--- src/rtl/global_buffer_pkg.sv ---
// global_buffer_pkg: GLB widths, packet and header types.
// Shared by the load DMA top and its lane pipe.
package global_buffer_pkg;

  localparam int GLB_ADDR_WIDTH      = 22;
  localparam int BANK_DATA_WIDTH     = 64;
  localparam int CGRA_DATA_WIDTH     = 16;
  localparam int MAX_NUM_WORDS_WIDTH = 21;
  localparam int RD_LATENCY          = 2;
  localparam int LANE_WIDTH          = 2;

  typedef struct packed {
    logic                           valid;
    logic [GLB_ADDR_WIDTH-1:0]      start_addr;
    logic [MAX_NUM_WORDS_WIDTH-1:0] num_words;
    logic                           inactive_on;
    logic [MAX_NUM_WORDS_WIDTH-1:0] num_active_words;
    logic [MAX_NUM_WORDS_WIDTH-1:0] num_inactive_words;
    logic                           repeat_on;
  } dma_ld_header_t;

  typedef struct packed {
    logic                      rd_en;
    logic [GLB_ADDR_WIDTH-1:0] rd_addr;
  } rdrq_packet_t;

  typedef struct packed {
    logic [BANK_DATA_WIDTH-1:0] rd_data;
    logic                       rd_data_valid;
  } rdrs_packet_t;

  typedef enum logic [1:0] {
    IDLE,
    ACTIVE,
    INACTIVE,
    DRAIN
  } ld_dma_state_e;

endpackage

--- src/rtl/glb_ld_dma_pipe.sv ---
// glb_ld_dma_pipe: DEPTH-stage {valid, lane} shift pipe.
// Aligns issued word lanes with the bank read response.
module glb_ld_dma_pipe
  import global_buffer_pkg::*;
#(
  parameter int DEPTH = RD_LATENCY
) (
  input  logic                  clk,
  input  logic                  rst_n,
  input  logic                  i_vld,
  input  logic [LANE_WIDTH-1:0] i_lane,
  output logic                  o_vld,
  output logic [LANE_WIDTH-1:0] o_lane
);

  logic [DEPTH-1:0]                 r_vld;
  logic [DEPTH-1:0][LANE_WIDTH-1:0] r_lane;

  // shift issued lanes toward the response side
  always_ff @(posedge clk or negedge rst_n) begin
    if (!rst_n) begin
      r_vld  <= '0;
      r_lane <= '0;
    end else begin
      r_vld[0]  <= i_vld;
      r_lane[0] <= i_lane;
      for (int i = 1; i < DEPTH; i++) begin
        r_vld[i]  <= r_vld[i-1];
        r_lane[i] <= r_lane[i-1];
      end
    end
  end

  assign o_vld  = r_vld[DEPTH-1];
  assign o_lane = r_lane[DEPTH-1];

endmodule

--- src/rtl/glb_ld_dma.sv ---
// glb_ld_dma: GLB load DMA, line reads unpacked to 16-bit stream.
// Optional macro GLB_LD_DMA_PERF_CNT_EN adds perf_inactive_cycles.
module glb_ld_dma
  import global_buffer_pkg::*;
(
  input  logic                       clk,
  input  logic                       rst_n,
  input  dma_ld_header_t             ld_header,
  input  logic                       start_pulse,
  input  logic                       stop_pulse,
  output rdrq_packet_t               rdrq,
  input  rdrs_packet_t               rdrs,
  output logic [CGRA_DATA_WIDTH-1:0] stream_data,
  output logic                       stream_valid,
  output logic                       busy,
  output logic                       done_pulse
`ifdef GLB_LD_DMA_PERF_CNT_EN
  ,
  output logic [31:0]                perf_inactive_cycles
`endif
);

  localparam int CW = MAX_NUM_WORDS_WIDTH;

  ld_dma_state_e              r_state;
  ld_dma_state_e              w_next;
  dma_ld_header_t             r_hdr;
  logic [CW-1:0]              r_word_cnt;
  logic [CW-1:0]              r_run_cnt;
  logic [CW-1:0]              r_wait_cnt;
  logic                       r_first;
  logic                       r_done;
  logic [BANK_DATA_WIDTH-1:0] r_line;

  logic [CW-1:0]              w_waddr;
  logic [LANE_WIDTH-1:0]      w_lane;
  logic [CW-1:0]              w_cnt_nxt;
  logic [CW-1:0]              w_run_nxt;
  logic [CW-1:0]              w_inact_len;
  logic                       w_issue;
  logic                       w_last;
  logic                       w_run_end;
  logic                       w_inact_end;
  logic                       w_start_ok;
  logic                       w_done_set;
  logic                       w_pvld;
  logic [LANE_WIDTH-1:0]      w_plane;
  logic [BANK_DATA_WIDTH-1:0] w_src;
  logic                       w_unused_bits;

  assign w_waddr     = r_hdr.start_addr[GLB_ADDR_WIDTH-1:1] + r_word_cnt;
  assign w_lane      = w_waddr[LANE_WIDTH-1:0];
  assign w_cnt_nxt   = r_word_cnt + CW'(1);
  assign w_run_nxt   = r_run_cnt + CW'(1);
  assign w_issue     = (r_state == ACTIVE) && !stop_pulse;
  assign w_last      = (w_cnt_nxt == r_hdr.num_words);
  assign w_run_end   = r_hdr.inactive_on &&
                       (w_run_nxt == r_hdr.num_active_words);
  assign w_inact_len = (r_hdr.num_inactive_words == '0) ?
                       CW'(1) : r_hdr.num_inactive_words;
  assign w_inact_end = (r_wait_cnt + CW'(1)) >= w_inact_len;
  assign w_start_ok  = start_pulse && ld_header.valid &&
                       (ld_header.num_words != '0);
  assign w_done_set  = ((r_state == IDLE) && start_pulse &&
                        ld_header.valid && (ld_header.num_words == '0)) ||
                       ((r_state == DRAIN) && (w_next == IDLE));
  assign w_unused_bits = ^{r_hdr.valid, r_hdr.start_addr[0]};

  // state register
  always_ff @(posedge clk or negedge rst_n) begin
    if (!rst_n) r_state <= IDLE;
    else        r_state <= w_next;
  end

  // next-state: stop always forces DRAIN outside IDLE
  always_comb begin
    w_next = r_state;
    unique case (r_state)
      IDLE: begin
        if (w_start_ok) w_next = ACTIVE;
      end
      ACTIVE: begin
        if (stop_pulse)     w_next = DRAIN;
        else if (w_last)    w_next = r_hdr.repeat_on ? ACTIVE : DRAIN;
        else if (w_run_end) w_next = INACTIVE;
      end
      INACTIVE: begin
        if (stop_pulse)       w_next = DRAIN;
        else if (w_inact_end) w_next = ACTIVE;
      end
      DRAIN: begin
        if (!stop_pulse && r_wait_cnt == CW'(RD_LATENCY - 1))
          w_next = IDLE;
      end
      default: w_next = IDLE;
    endcase
  end

  // header latch, word/run/wait counters, line register
  always_ff @(posedge clk or negedge rst_n) begin
    if (!rst_n) begin
      r_hdr      <= '0;
      r_word_cnt <= '0;
      r_run_cnt  <= '0;
      r_wait_cnt <= '0;
      r_first    <= 1'b0;
      r_done     <= 1'b0;
      r_line     <= '0;
    end else begin
      r_done <= w_done_set;
      if (rdrs.rd_data_valid) r_line <= rdrs.rd_data;
      if (r_state != w_next || stop_pulse)
        r_wait_cnt <= '0;
      else if (r_state == INACTIVE || r_state == DRAIN)
        r_wait_cnt <= r_wait_cnt + CW'(1);
      if (r_state == IDLE) begin
        if (w_start_ok) begin
          r_hdr      <= ld_header;
          r_word_cnt <= '0;
          r_run_cnt  <= '0;
          r_first    <= 1'b1;
        end
      end else if (w_issue) begin
        if (w_last && r_hdr.repeat_on) begin
          r_word_cnt <= '0;
          r_run_cnt  <= '0;
          r_first    <= 1'b1;
        end else begin
          r_word_cnt <= w_cnt_nxt;
          r_run_cnt  <= w_run_end ? '0 : w_run_nxt;
          r_first    <= w_run_end;
        end
      end
    end
  end

  // read a line on the first word of a run or at lane 0
  always_comb begin
    rdrq = '0;
    if (w_issue && (r_first || w_lane == '0)) begin
      rdrq.rd_en   = 1'b1;
      rdrq.rd_addr = {w_waddr[CW-1:2], 3'b000};
    end
  end

  glb_ld_dma_pipe #(
    .DEPTH (RD_LATENCY)
  ) u_pipe (
    .clk    (clk),
    .rst_n  (rst_n),
    .i_vld  (w_issue),
    .i_lane (w_lane),
    .o_vld  (w_pvld),
    .o_lane (w_plane)
  );

  assign w_src = rdrs.rd_data_valid ? rdrs.rd_data : r_line;

  // lane slice of the current line, zero when no word is due
  always_comb begin
    stream_data = '0;
    if (w_pvld) stream_data = w_src[{w_plane, 4'b0000} +: CGRA_DATA_WIDTH];
  end

  assign stream_valid = w_pvld;
  assign busy         = (r_state != IDLE);
  assign done_pulse   = r_done;

`ifdef GLB_LD_DMA_PERF_CNT_EN
  logic [31:0] r_perf;

  // saturating INACTIVE cycle count since the last start
  always_ff @(posedge clk or negedge rst_n) begin
    if (!rst_n)
      r_perf <= '0;
    else if (r_state == IDLE && start_pulse)
      r_perf <= '0;
    else if (r_state == INACTIVE && r_perf != '1)
      r_perf <= r_perf + 32'd1;
  end

  assign perf_inactive_cycles = r_perf;
`endif

endmodule

--- config.mk ---
export PLATFORM = sky130hd
export DESIGN_NAME = glb_ld_dma
export DESIGN_NICKNAME = d
export VERILOG_FILES = /design/src/rtl/global_buffer_pkg.sv /design/src/rtl/glb_ld_dma_pipe.sv /design/src/rtl/glb_ld_dma.sv
export SDC_FILE = /design/constraint.sdc
export NUM_CORES = 1
export LEC_CHECK = 0
export ABC_AREA = 1
export CAP_MARGIN = 25
export CORE_ASPECT_RATIO = 0.7
export CORE_MARGIN = 4
export CORE_UTILIZATION = 45
export CTS_CLUSTER_SIZE = 12
export DETAILED_ROUTE_END_ITERATION = 8
export PLACE_DENSITY = 0.78
export SLEW_MARGIN = 25
export SYNTH_ARGS = -nofsm -noshare
export SYNTH_HDL_FRONTEND = slang
export SYNTH_HIERARCHICAL = 1
export SYNTH_SLANG_ARGS = --single-unit
--- constraint.sdc ---
create_clock -name clk -period 4.3 [get_ports clk]
set_input_delay 0.86 -clock clk [delete_from_list [all_inputs] [get_ports clk]]
set_output_delay 0.86 -clock clk [all_outputs]
set_load 0.02 [all_outputs]
==> out/qor.yml <==
synthesis:
  synth_edf_count: 0
  ys_seq_elements: 223
  synthCells: 1799
  async_reset_ff_frac: 1.00
  ys_top_cells_by_area: "dfrtp_1 42%, nand2_1 18%, nand3_1 4.9%"
  yosysTopAreaCell: "dfrtp_1"
  synth-main-ff-cell: "dfrtp_1"
  synth_top_area_share: 0.422
  yosysSeqAreaShare: 0.422
  netlist_area_sq_um: 13200
  yosysUniqueCellTypes: 48
  synthMostInstantiatedCell: "nand2_1"
  synth_warnings: 6
  syn_area_per_cell_sq_um: 7.36
  synth_common_cells: "650 x nand2_1, 223 x dfrtp_1, 172 x inv_1, 129 x nand3_1, 103 x o21ai_0"
pwr:
  total_power_w: 0.00994
  peakVddDrop_mv: 0.314
  pwr_density_cell_nw_per_um2: 602
  power.leakage_nw: 7.81
floorplan:
  chipWidth_microns: 213
  dieArea_sq_um: 32300
  ios: 199
  core-area_sq_um: 29000
  start_util: 0.457
  fp.dieH_microns: 151
  rows: 52
timing:
  finalCritPeriodShare: 0.967
  worst-slew-pin-transition_ns: 0.928
  hold_viol: 0
  post-route-min-period_ns: 4.16
  timing.final.ws_setup_ns: 0.140
  fin_skew_ns: 0.00954
  fmax_ghz: 0.240
  setup_viol: 0
  maxSlewHeadroom: 0.381
  finalMaxSlewViolations: 0
critical_path:
  slowest_delay_ns: 0.44
  cp.arrival_ns: 3.30
  end_kind: "output port"
  cp-start-kind: "register"
  crit_slowest_cell: "dfrtp_1"
  cp.required_ns: 3.44
  cp_cell_sequence: "ha_2, nand2_1, o21ai_0, nor2_1, o21ai_1, a21oi_2, o21ai_2, a21boi_2, o21ai_1, o21ai_0, a21oi_1, dlygate4sd2_1"
  path_max_fanout: 5
  critical_path_class: "register to output port"
route:
  finalWirelength_mm: 39.1
  wl_per_cell_microns: 16.4
  vias_per_cell: 5.40
  first_pass_iters: 6
  route.detailed.drc: 0
  num_vias: 12900
  drtIter0Drc: 1193
  ant_nets: 0
finish:
  areaGrowthSynthToFinish_pct: 24.9
  area.sequential_sq_um: 5580
  antennaDiodeCount: 0
  nNetsFinal: 2193
  fill_cells: 2627
  drive_gt1_frac: 0.0757
  multi_input_area_sq_um: 6770
global_route:
  grtUsageTotal: 0.237
  grt_first_pass_wirelength_mm: 62.3
  grt_start_max_net_pins: 116
  grt_antenna_before_repair: 1
  grt_pass1_vias: 12300
  grt.overflow.total: 0
clock_tree:
  cts.clk_slew.worst_paths_ns: 0.06
  cts.path.max_buffers: 3
  cts_max_level: 1
  cts_made_buffers: 25
  cts_tree: "built"
  cts_sinks: 223
  cts_root_buf: "clkbuf_16"
  insertion_delay_ns: 0.54
placed_design:
  place_hpwl_mm: 28.7
  io_buffers: 194
  dp_slack_ns: 0.00590
  globalplace.congestion: 0.926
outcome:
  status: "finished clean"
flow_run:
  cap_violations: 0
worst_hold_path:
  hold_path.class: "primary input to asynchronous set/reset pin"
cells by family after synthesis:
kind of cell,after synthesis,synth area share
adders and majority gates,46,0.0441
other,1,0.000283
and+or+nand+nor,997,0.328
buffers and inverters,244,0.0733
xor gates and xnor gates,30,0.0209
DFF,223,0.422
AOI/OAI and AO/OA,256,0.111
muxes,2,0.00151
area by class of cell:
type,count,share of cell area
clock inverter,7,0.00416
timing repair buffer,227,0.135
inverter,179,0.0407
sequential,223,0.338
clock buffer,37,0.0442
multi-input combinational,1334,0.409
tap,378,0.0286
power breakdown:
| part | internal (W) | switching [W] |
|---|---|---|
| registers | 0.00280 | 0.000599 |
| clock network | 0.00123 | 0.000888 |
| logic | 0.00169 | 0.00273 |
| total | 0.00572 | 0.00422 |
metal layers:
metal	routed length [microns]	part of all wire	track usage
met5	11	0.00028	0
met2	17300	0.44	0.370
met3	2530	0.065	0.0403
met4	939	0.024	0.0615
met1	18300	0.47	0.345
critical path: cells and delay by family, from the launching register on:
family                   cells  cell delay [ns]
AO/OA/AOI/OAI                8             1.37
flip-flops                   1             0.44
AND/OR/NAND/NOR              2             0.20
adder cells (fa/ha/maj)      1             0.40
buffers and inverters        1             0.36
sequential cells by signal, summed over array words and instances (netlist names), 2 cells and up:
name,count
r_hdr,86
r_line,64
r_run_cnt,21
r_state,2
r_wait_cnt,21
r_word_cnt,21
u_pipe/o_lane,2
u_pipe/r_lane,2
u_pipe/r_vld,2
placed cells by master, fill, tap and decap left out, drive strengths merged, types with 2 or more instances in the layout:
| cell type | Yosys | final |
|---|---|---|
| nor2 | 116 | 116 |
| conb | 1 | 3 |
| and2 | 4 | 4 |
| o22ai | 38 | 38 |
| dlygate4sd2 | 0 | 4 |
| clkdlybuf4s50 | 0 | 187 |
| nand3 | 130 | 130 |
| buf | 20 | 36 |
| o21ai | 107 | 107 |
| nand2 | 664 | 664 |
| nand4 | 30 | 30 |
| nor3 | 33 | 33 |
| inv | 179 | 179 |
| mux2i | 2 | 2 |
| xor2 | 26 | 26 |
| clkbuf | 45 | 37 |
| o211ai | 35 | 35 |
| xnor2 | 3 | 3 |
| o21a | 3 | 3 |
| nor4 | 11 | 11 |
| a21oi | 63 | 63 |
| nand3b | 9 | 9 |
| ha | 45 | 45 |
| o21bai | 2 | 2 |
| clkinv | 0 | 4 |
| clkinvlp | 0 | 2 |
| dfrtp | 223 | 223 |
repair_timing:
action / 4_1_cts / 5_1_grt
pin swaps: 0 / 2
hold buffers: 0 / 0
setup buffers: 0 / 2
resized for setup: 14 / 19
setup endpoints to repair: 6 / 36
per-stage QoR:
step,utilization,instances,TNS (ns),cell area [sq um],hold slack [ns]
floorplan,-,1801,0,13200,0.331
global placement,0.540,2338,0,15600,0.332
finish,0.571,2385,0,16500,0.346
CTS,0.569,2383,0,16500,0.357
global route,0.571,2385,-1.57,16500,0.370
detailed placement,0.541,2339,0,15700,0.340
final timing paths:
| check | start | to | slack (ns) | cells after the start |
|---|---|---|---|---|
| worst max-delay path | r_word_cnt[4]$_DFFE_PN0P_ | rdrq[17] | 0.14 | 12 |
| worst min-delay path | rst_n | r_line[4]$_DFF_PN0_ | 0.35 | 1 |
| worst max register to register | r_wait_cnt[0]$_DFFE_PN0P_ | r_wait_cnt[14]$_DFFE_PN0P_ | 0.26 | 25 |
| worst min register to register | u_pipe/r_vld[0]$_DFF_PN0_ | u_pipe/r_vld[1]$_DFF_PN0_ | 0.36 | 0 |
| max in group asynchronous | rst_n | r_hdr[8]$_DFFE_PN0P_ | 2.98 | 2 |
| min in group clk | u_pipe/r_vld[0]$_DFF_PN0_ | u_pipe/r_vld[1]$_DFF_PN0_ | 0.36 | 0 |
Note: power is estimated with default switching activity, not from simulation.
